==> src/rtl/axi_read_arbiter.sv <==
// Shares one AXI4 read port (AR + R) between the instruction and data caches.
// Round-robin grant held from the AR handshake through the RLAST beat; one burst outstanding.
module axi_read_arbiter #(
  parameter int unsigned ADDR_WIDTH = 64,
  parameter int unsigned DATA_WIDTH = 64
) (
  input  logic                  clock,
  input  logic                  reset,
  input  logic                  ic_arvalid,
  input  logic [ADDR_WIDTH-1:0] ic_araddr,
  input  logic [7:0]            ic_arlen,
  input  logic [2:0]            ic_arsize,
  input  logic [1:0]            ic_arburst,
  output logic                  ic_arready,
  output logic                  ic_rvalid,
  input  logic                  ic_rready,
  output logic [DATA_WIDTH-1:0] ic_rdata,
  output logic                  ic_rlast,
  input  logic                  dc_arvalid,
  input  logic [ADDR_WIDTH-1:0] dc_araddr,
  input  logic [7:0]            dc_arlen,
  input  logic [2:0]            dc_arsize,
  input  logic [1:0]            dc_arburst,
  output logic                  dc_arready,
  output logic                  dc_rvalid,
  input  logic                  dc_rready,
  output logic [DATA_WIDTH-1:0] dc_rdata,
  output logic                  dc_rlast,
  output logic                  m_axi_arvalid,
  output logic [ADDR_WIDTH-1:0] m_axi_araddr,
  output logic [7:0]            m_axi_arlen,
  output logic [2:0]            m_axi_arsize,
  output logic [1:0]            m_axi_arburst,
  input  logic                  m_axi_arready,
  input  logic                  m_axi_rvalid,
  output logic                  m_axi_rready,
  input  logic [DATA_WIDTH-1:0] m_axi_rdata,
  input  logic                  m_axi_rlast,
  output logic                  grant_dc,
  output logic                  busy,
  output logic                  burst_error
);

  typedef enum logic [1:0] {IDLE, ADDR, DATA} state_t;

  state_t     state;
  logic       last_grant_dc;
  logic [7:0] beat_cnt;

  logic       own_arvalid;
  logic [7:0] own_arlen;
  logic       own_rready;
  logic       beat;

  assign own_arvalid = grant_dc ? dc_arvalid : ic_arvalid;
  assign own_arlen   = grant_dc ? dc_arlen   : ic_arlen;
  assign own_rready  = grant_dc ? dc_rready  : ic_rready;
  assign beat        = m_axi_rvalid && m_axi_rready;

  // Arbitration, burst tracking and beat-count checking
  always_ff @(posedge clock) begin
    if (!reset) begin
      state         <= IDLE;
      grant_dc      <= 1'b0;
      last_grant_dc <= 1'b1;
      beat_cnt      <= 8'd0;
      burst_error   <= 1'b0;
    end else begin
      case (state)
        IDLE: begin
          if (ic_arvalid || dc_arvalid) begin
            grant_dc <= (ic_arvalid && dc_arvalid) ? !last_grant_dc : dc_arvalid;
            state    <= ADDR;
          end
        end
        ADDR: begin
          if (!own_arvalid) begin
            state <= IDLE;
          end else if (m_axi_arready) begin
            beat_cnt <= own_arlen;
            state    <= DATA;
          end
        end
        DATA: begin
          if (beat) begin
            if (m_axi_rlast) begin
              state         <= IDLE;
              last_grant_dc <= grant_dc;
              if (beat_cnt != 8'd0) burst_error <= 1'b1;
            end else if (beat_cnt == 8'd0) begin
              burst_error <= 1'b1;
            end else begin
              beat_cnt <= beat_cnt - 8'd1;
            end
          end
        end
        default: state <= IDLE;
      endcase
    end
  end

  // Handshake steering toward the current owner
  always_comb begin
    m_axi_arvalid = 1'b0;
    m_axi_araddr  = '0;
    m_axi_arlen   = 8'd0;
    m_axi_arsize  = 3'd0;
    m_axi_arburst = 2'd0;
    m_axi_rready  = 1'b0;
    ic_arready    = 1'b0;
    dc_arready    = 1'b0;
    ic_rvalid     = 1'b0;
    dc_rvalid     = 1'b0;
    case (state)
      ADDR: begin
        m_axi_arvalid = own_arvalid;
        m_axi_araddr  = grant_dc ? dc_araddr  : ic_araddr;
        m_axi_arlen   = own_arlen;
        m_axi_arsize  = grant_dc ? dc_arsize  : ic_arsize;
        m_axi_arburst = grant_dc ? dc_arburst : ic_arburst;
        ic_arready    = !grant_dc && m_axi_arready;
        dc_arready    = grant_dc && m_axi_arready;
      end
      DATA: begin
        m_axi_rready = own_rready;
        ic_rvalid    = !grant_dc && m_axi_rvalid;
        dc_rvalid    = grant_dc && m_axi_rvalid;
      end
      default: ;
    endcase
  end

  assign busy     = (state != IDLE);
  assign ic_rdata = m_axi_rdata;
  assign dc_rdata = m_axi_rdata;
  assign ic_rlast = m_axi_rlast;
  assign dc_rlast = m_axi_rlast;

endmodule

==> config.mk <==
export PLATFORM = sky130hd
export DESIGN_NAME = axi_read_arbiter
export DESIGN_NICKNAME = d
export VERILOG_FILES = /design/src/rtl/axi_read_arbiter.sv
export SDC_FILE = /design/constraint.sdc
export NUM_CORES = 1
export LEC_CHECK = 0
export ABC_AREA = 1
export BUFFER_PORTS_ARGS = -buffer_cell sky130_fd_sc_hd__buf_2
export CAP_MARGIN = 20
export CORE_AREA = 2 2 171 173
export CTS_CLUSTER_DIAMETER = 40
export CTS_CLUSTER_SIZE = 14
export DETAILED_ROUTE_END_ITERATION = 8
export DIE_AREA = 0 0 173 175
export PLACE_DENSITY = 0.38
export SKIP_LAST_GASP = 1
export SYNTH_ARGS = -nofsm -noshare
export SYNTH_HDL_FRONTEND = slang
export SYNTH_SLANG_ARGS = --single-unit
==> constraint.sdc <==
create_clock -name clock -period 3.8 [get_ports clock]
set_input_delay 0.57 -clock clock [delete_from_list [all_inputs] [get_ports clock]]
set_output_delay 0.57 -clock clock [all_outputs]
set_load 0.05 [all_outputs]
### Word-level counts from Yosys, hierarchy flattened

Index checks and enable logic that the tools add are counted.
Widths: inputs -> output; s select.

* input bits: 227
* word-level logic and storage cells: 69
* flip-flop bits (word level): 13

* eq/ne operators: 11
* muxes and demuxes: 32
* $add $sub $neg: 1
* reductions and logical operators: 20

Operator list (number)
* $mux 64: 2
* $mux 8: 7
* $pmux 8 s2: 1
* $mux 2: 7
* $ne 2x2->1 const B: 7
* $mux 1: 12
* $logic_not 8->1: 1
* $reduce_and 4->1: 2
* $reduce_bool 8->1: 1
* $sub 8x1->8 const B: 1
* $logic_and 1x1->1: 6
* $mux 3: 2
* $pmux 2 s3: 1
* $reduce_and 6->1: 1
* $reduce_bool 2->1: 3
* $ne 3x3->1 const B: 1
* $reduce_and 3->1: 1
* $eq 2x1->1 const B: 1
* $eq 2x2->1 const B: 1
* $logic_not 1->1: 2
* $logic_not 2->1: 1
* $ne 2x1->1 const B: 1
* $reduce_and 2->1: 1
* $logic_or 1x1->1: 1

### Logic depth before layout (Yosys ltp)

Gate-level depths: netlist of run 1.

* depth after elaboration: 5
* gate-level depth with buffers: 12
* gate-level depth less buffers: 11

### Worst setup path after synthesis of run 1

Ideal clock, no wire load.

* path type: register to output
* start point: register grant_dc
* end point: output port dc_arready
* path slack: 898 ps
* data required time: 3230 ps
* data arrival time: 2332 ps
* buffers on the path: 3
* cell stages (with the launch flop): 6
* cells stage by stage: dfxtp_1 > buf_6 > inv_2 > buf_2 > buf_2 > nor3_1

* cells in the longest elaborated chain, start to end: 2

Ends and longest elaborated chain
* start, declared: RTL line 39 `output logic grant_dc,`
* start signal, assigned: RTL line 72 `grant_dc <= (ic_arvalid && dc_arvalid) ? !last_grant_dc : dc_arvalid;`
* $logic_and 1x1->1: RTL line 122 `dc_arready = grant_dc && m_axi_arready;`
* $mux 1: RTL line 114 `case (state)`
* end, declared: RTL line 24 `output logic dc_arready,`

No other way between the ends.

### Worst setup path after layout of run 1

* start point: register grant_dc
* end point: output port m_axi_araddr[27]

* cells in the longest elaborated chain, start to end: 2

Ends and longest elaborated chain
* $mux 64: RTL line 117 `m_axi_araddr = grant_dc ? dc_araddr : ic_araddr;`
* $mux 64: RTL line 114
* end, declared: RTL line 30 `output logic [ADDR_WIDTH-1:0] m_axi_araddr,`

No other way between the ends.

==> flow_summary.ini, run 1 <==
[global_route]
grt_pass1_vias = 3434
antenna_found_initial = 3
grt_max_degree = 83
grt.overflow.total = 0
grt_use_total_pct = 9.64
grt_pass1_wl_mm = 22.2

[worst_setup_path]
required_ns = 3.23
startpoint_type = register
cp.arrival_ns = 2.24
crit_path_end_kind = output pin
cp_max_fo = 42
path_class = register to output pin

[synth]
ys_types = 26
avgSynthCellArea_um2 = 5.65
synth_ff_type = dfxtp_1
synth_edf_count = 0
synthTopCellsByArea = buf_4 (32%), nand2_1 (21%), a21oi_1 (12%)
synth_commonest_cells = nand2_1 (170), buf_4 (130), a21oi_1 (74), nor2_1 (36), buf_2 (19)
yosysSeqAreaShare_pct = 8.66
yosys.area.top_type = buf_4
netlist_area_um2 = 3010
synth_seq_cells = 13
yosysWarnings = 0
syn_inst = 532
syn_nets = 761
async_flop_share_pct = 0
yosysTopAreaCellShare_pct = 32.5
yosysMostFrequentCell = nand2_1

[clock_tree]
cts_resized = 0
cts_tree = built
htree_levels = 1
clockBufferDepth = 2
clock_latency_ns = 0.25
clk_pin_slew_ns = 0.05
post_cts_buffers = 0
cts-root-buf = clkbuf_16
cts_buffers = 3
cts.sinks = 13
cts_hold_buf = 0

[placed_design]
io_buffer_count = 250
dpl_cell_area_um2 = 3650
hpwl_mm = 13.0
gp_congestion = 0.843

[timing]
setup_viol = 0
fin_skew_ns = 0.00622
relSlewSlack_pct = 35.0
fin_crit_ns = 2.81
rsz0062_at_grt = no
finalSetupTns_ns = 0
tightestPinTransition_ns = 0.975
report.final.slew_viol_count = 0
fmax_ghz = 0.356
fin_crit_sh_pct = 73.9
hold_viol = 0

[cells_and_area]
fillers = 3394
syn_to_final_growth_pct = 24.2
seq_area_um2 = 264
drive_gt1_share_pct = 43.7
stdcell_area_um2 = 3730
multi_input_area_um2 = 1540
final_nets = 861

[detailed_routing]
drc = 0
wl_per_cell_um = 15.5
final_antenna_net_count = 0
drt_iter0_markers = 186
num_vias = 3521
avgViaCountPerCell = 3.46
drt-total-wl_mm = 15.7
detail_route.first_pass.iterations = 4

[floorplan]
start_util_pct = 10.6
num_rows = 62
die_area_um2 = 30300
die_x_um = 173
io_pins = 443
die_h_um = 175
core-area_um2 = 28400

[power_and_ir_drop]
pwr_density_cell_nw_per_um2 = 564
ir_worst_vdd_v = 0.000217
leakage_uw = 0.00206

[flow_run]
max-cap-violations = 0

[outcome]
outcome = completed

[hold_path]
min_path_type = register to register
[worst paths after layout]
path	start	endpoint	slack, ns	cells past startpoint
worst min-delay path	last_grant_dc	last_grant_dc	0.48	2
worst min register to register	last_grant_dc	last_grant_dc	0.48	2
worst max-delay path	grant_dc	m_axi_araddr[27]	0.99	5
worst max register to register	grant_dc	beat_cnt[1]	1.77	9
[kinds of logic (layout without fill, tap and decap cells)]
group / after synthesis / count (layout) / synth area share (%)
simple gates: 234 / 234 / 31.5
buf+inv: 181 / 280 / 40.2
compound gates: 93 / 93 / 15.9
flops: 13 / 13 / 8.66
mux: 8 / 8 / 2.66
fa+ha+maj: 2 / 2 / 0.832
xor+xnor: 1 / 1 / 0.291
other cells: 0 / 2 / 0
[power by group]
group / leakage [uW] / internal (uW) / switching (uW) / total (uW)
Combinational: 0.00191 / 399 / 1280 / 1670
Clock: 0.0000382 / 142 / 64.6 / 207
Sequential: 0.000107 / 178 / 48.0 / 226
[registers in the layout, summed over array words and instances, names as in the netlist]
signal / flops
grant_dc: 1
burst_error: 1
state: 2
last_grant_dc: 1
beat_cnt: 8
[per-stage QoR]
stage	setup WS, ns	utilization, %	power (uW)	hold WS, ns	std cells
after global routing	0.787	13.2	2270	0.533	1017
final	0.991	13.2	2110	0.475	1017
after global placement	1.15	12.9	1930	0.470	1011
after CTS	0.883	13.1	2130	0.487	1015
after floorplan	0.898	-	1850	0.442	532
after detailed placement	1.15	12.9	1920	0.476	1011
[worst max-delay path: stages, from the launching register on]
cell     delay, ns
dfxtp_4       0.50
inv_2         0.27
buf_4         0.41
nand2_1       0.25
a21oi_1       0.23
buf_2         0.32
[cell type report]
cell class                 instances  area share, %
antenna                            2          0.134
timing repair buffer             253           34.1
sequential                        13           7.07
tap                              384           12.9
multi-input combinational        338           41.3
clock buffer                       4           2.11
inverter                          23           2.38
[placed cells by master (no fill, tap or decap), types with 3 or more instances in the layout]
cell type	instances
buf_2	250
nand2_1	170
a21oi_1	74
nor2_1	36
inv_1	17
o21ai_0	12
dfxtp_1	12
nand3_1	9
nand2_2	8
mux2i_1	8
inv_2	5
nor3_1	5
o21ai_1	4
clkbuf_16	3
buf_4	3
[per-layer routing]
metal	part of all wire [%]	GRT usage, %
met3	12	4.35
met4	2.0	2.61
met5	0.083	0.481
met2	46	16.1
met1	39	11.1
(Power assumes the default switching activity.)
==> run 2: changes to the inputs <==
Clock period 3.8 ns to 2.95 ns, I/O delays scaled along.
==> run 2 against run 1 <==
Against the previous run: global-route usage decreased by 0.26 points; clock power increased by 27%; total power increased by 33%; cell area increased by 3.5%; utilization increased by 0.46 points; clock skew about the same; sequential power increased by 26%; first-iteration DRC count decreased by 32%; combinational power increased by 35%.
==> flow_summary.ini, run 2 (synthesized netlist as in run 1, its figures left out) <==
[global_route]
grt_pass1_vias = 3513
grt_pass1_wl_mm = 22.0
grt_max_degree = 60
grt.overflow.total = 0
grt_use_total_pct = 9.38
antenna_found_initial = 0

[clock_tree]
cts.sinks = 13
clock_latency_ns = 0.24
htree_levels = 1
cts-root-buf = clkbuf_16
cts_hold_buf = 0
clk_pin_slew_ns = 0.04
post_cts_buffers = 0
clockBufferDepth = 2
cts_buffers = 3
cts_tree = built
cts_resized = 0

[timing]
setup_viol = 0
relSlewSlack_pct = 65.4
report.final.slew_viol_count = 0
fmax_ghz = 0.435
fin_skew_ns = 0.00640
hold_viol = 0
finalSetupTns_ns = 0
tightestPinTransition_ns = 0.518
worst_slack_ns = 0.651
rsz0062_at_grt = no
fin_crit_sh_pct = 77.9
fin_crit_ns = 2.30

[detailed_routing]
detail_route.first_pass.iterations = 4
avgViaCountPerCell = 3.49
wl_per_cell_um = 15.0
drt_iter0_markers = 127
drt-total-wl_mm = 15.3
drc = 0
num_vias = 3550
final_antenna_net_count = 0

[placed_design]
gp_congestion = 0.834
io_buffer_count = 250
hpwl_mm = 12.6
pre_cts_ws_ns = 0.871

[worst_setup_path]
path_class = register to output pin
cp_max_fo = 59
cp.arrival_ns = 1.86
startpoint_type = register
crit_path_end_kind = output pin
required_ns = 2.51

[floorplan]
num_rows = 62
die_x_um = 173
io_pins = 443
die_h_um = 175
core-area_um2 = 28400
start_util_pct = 10.6
die_area_um2 = 30300

[power_and_ir_drop]
pwr_density_cell_nw_per_um2 = 726
ir_worst_vdd_v = 0.000242
intPower_uw = 1000
clkPwrFrac_pct = 9.3
p_sw_share_pct = 64.3
power_switching_uw = 1810
leakage_uw = 0.00210
p_comb_share_pct = 80.6
power_frac_seq_pct = 10.1
power_uw = 2810

[hold_path]
min_path_type = input port to register

[cells_and_area]
final_nets = 864
reg_top3 = beat_cnt: 8 flops, state: 2 flops
drive_gt1_share_pct = 44.0
largest_register_ffs = 8
n_antenna_cell = 0
fin_util_pct = 13.6
multi_input_area_um2 = 1540
seq_area_um2 = 264
fillers = 3399
final_cell_mix = buf_2 (245), nand2_1 (170), a21oi_1 (74), nor2_1 (36), inv_1 (17)
syn_to_final_growth_pct = 28.5
largest_register = beat_cnt
layout_commonest_cell = buf_2

[flow_run]
max-cap-violations = 0

[outcome]
outcome = completed
## run 2: worst max-delay path, stage by stage, from the launching register on
cell     delay (ns)
dfxtp_4        0.60
buf_12         0.30
nand2_1        0.09
a21oi_1        0.25
buf_2          0.31
## run 2: worst paths after layout
check / from / endpoint / slack [ns] / depth (start not counted)
setup / recovery: grant_dc / m_axi_araddr[53] / 0.65 / 4
hold / removal: dc_arvalid / grant_dc / 0.50 / 3
setup reg to reg: grant_dc / beat_cnt[1] / 1.28 / 5
hold reg to reg: last_grant_dc / last_grant_dc / 0.50 / 2
## run 2: cell type report
| class | instances | area share [%] |
|---|---|---|
| tap | 384 | 12.4 |
| inverter | 23 | 2.30 |
| multi-input combinational | 338 | 39.9 |
| sequential | 13 | 6.83 |
| timing repair buffer | 256 | 36.5 |
| clock buffer | 4 | 2.04 |
## run 2: power groups by stage
stage               sequential, uW  clock [uW]  combinational (uW)
floorplan                      270           0                2110
global placement               288           0                2290
detailed placement             288           0                2290
CTS                            285         271                2300
global route                   294         275                2470
finish                         284         262                2260
## run 2: through the flow
step	cell area, um^2	instances	hold WS [ns]
2_1_floorplan	3010	532	0.442
4_1_cts	3860	1018	0.493
3_5_place_dp	3780	1014	0.494
3_3_place_gp	3780	1014	0.476
5_1_grt	3860	1018	0.516
6_report	3860	1018	0.496
## run 2: layer usage
metal  vias to the layer above  global-route usage, %  wire, um  share of wire (%)
met4                         0                   1.34       145               0.95
met3                         8                   4.85      2020                 13
li1                       1745                      -         -                  -
met1                      1525                   10.5      5980                 39
met5                         -                      0         0                  0
met2                       272                   16.2      7130                 47
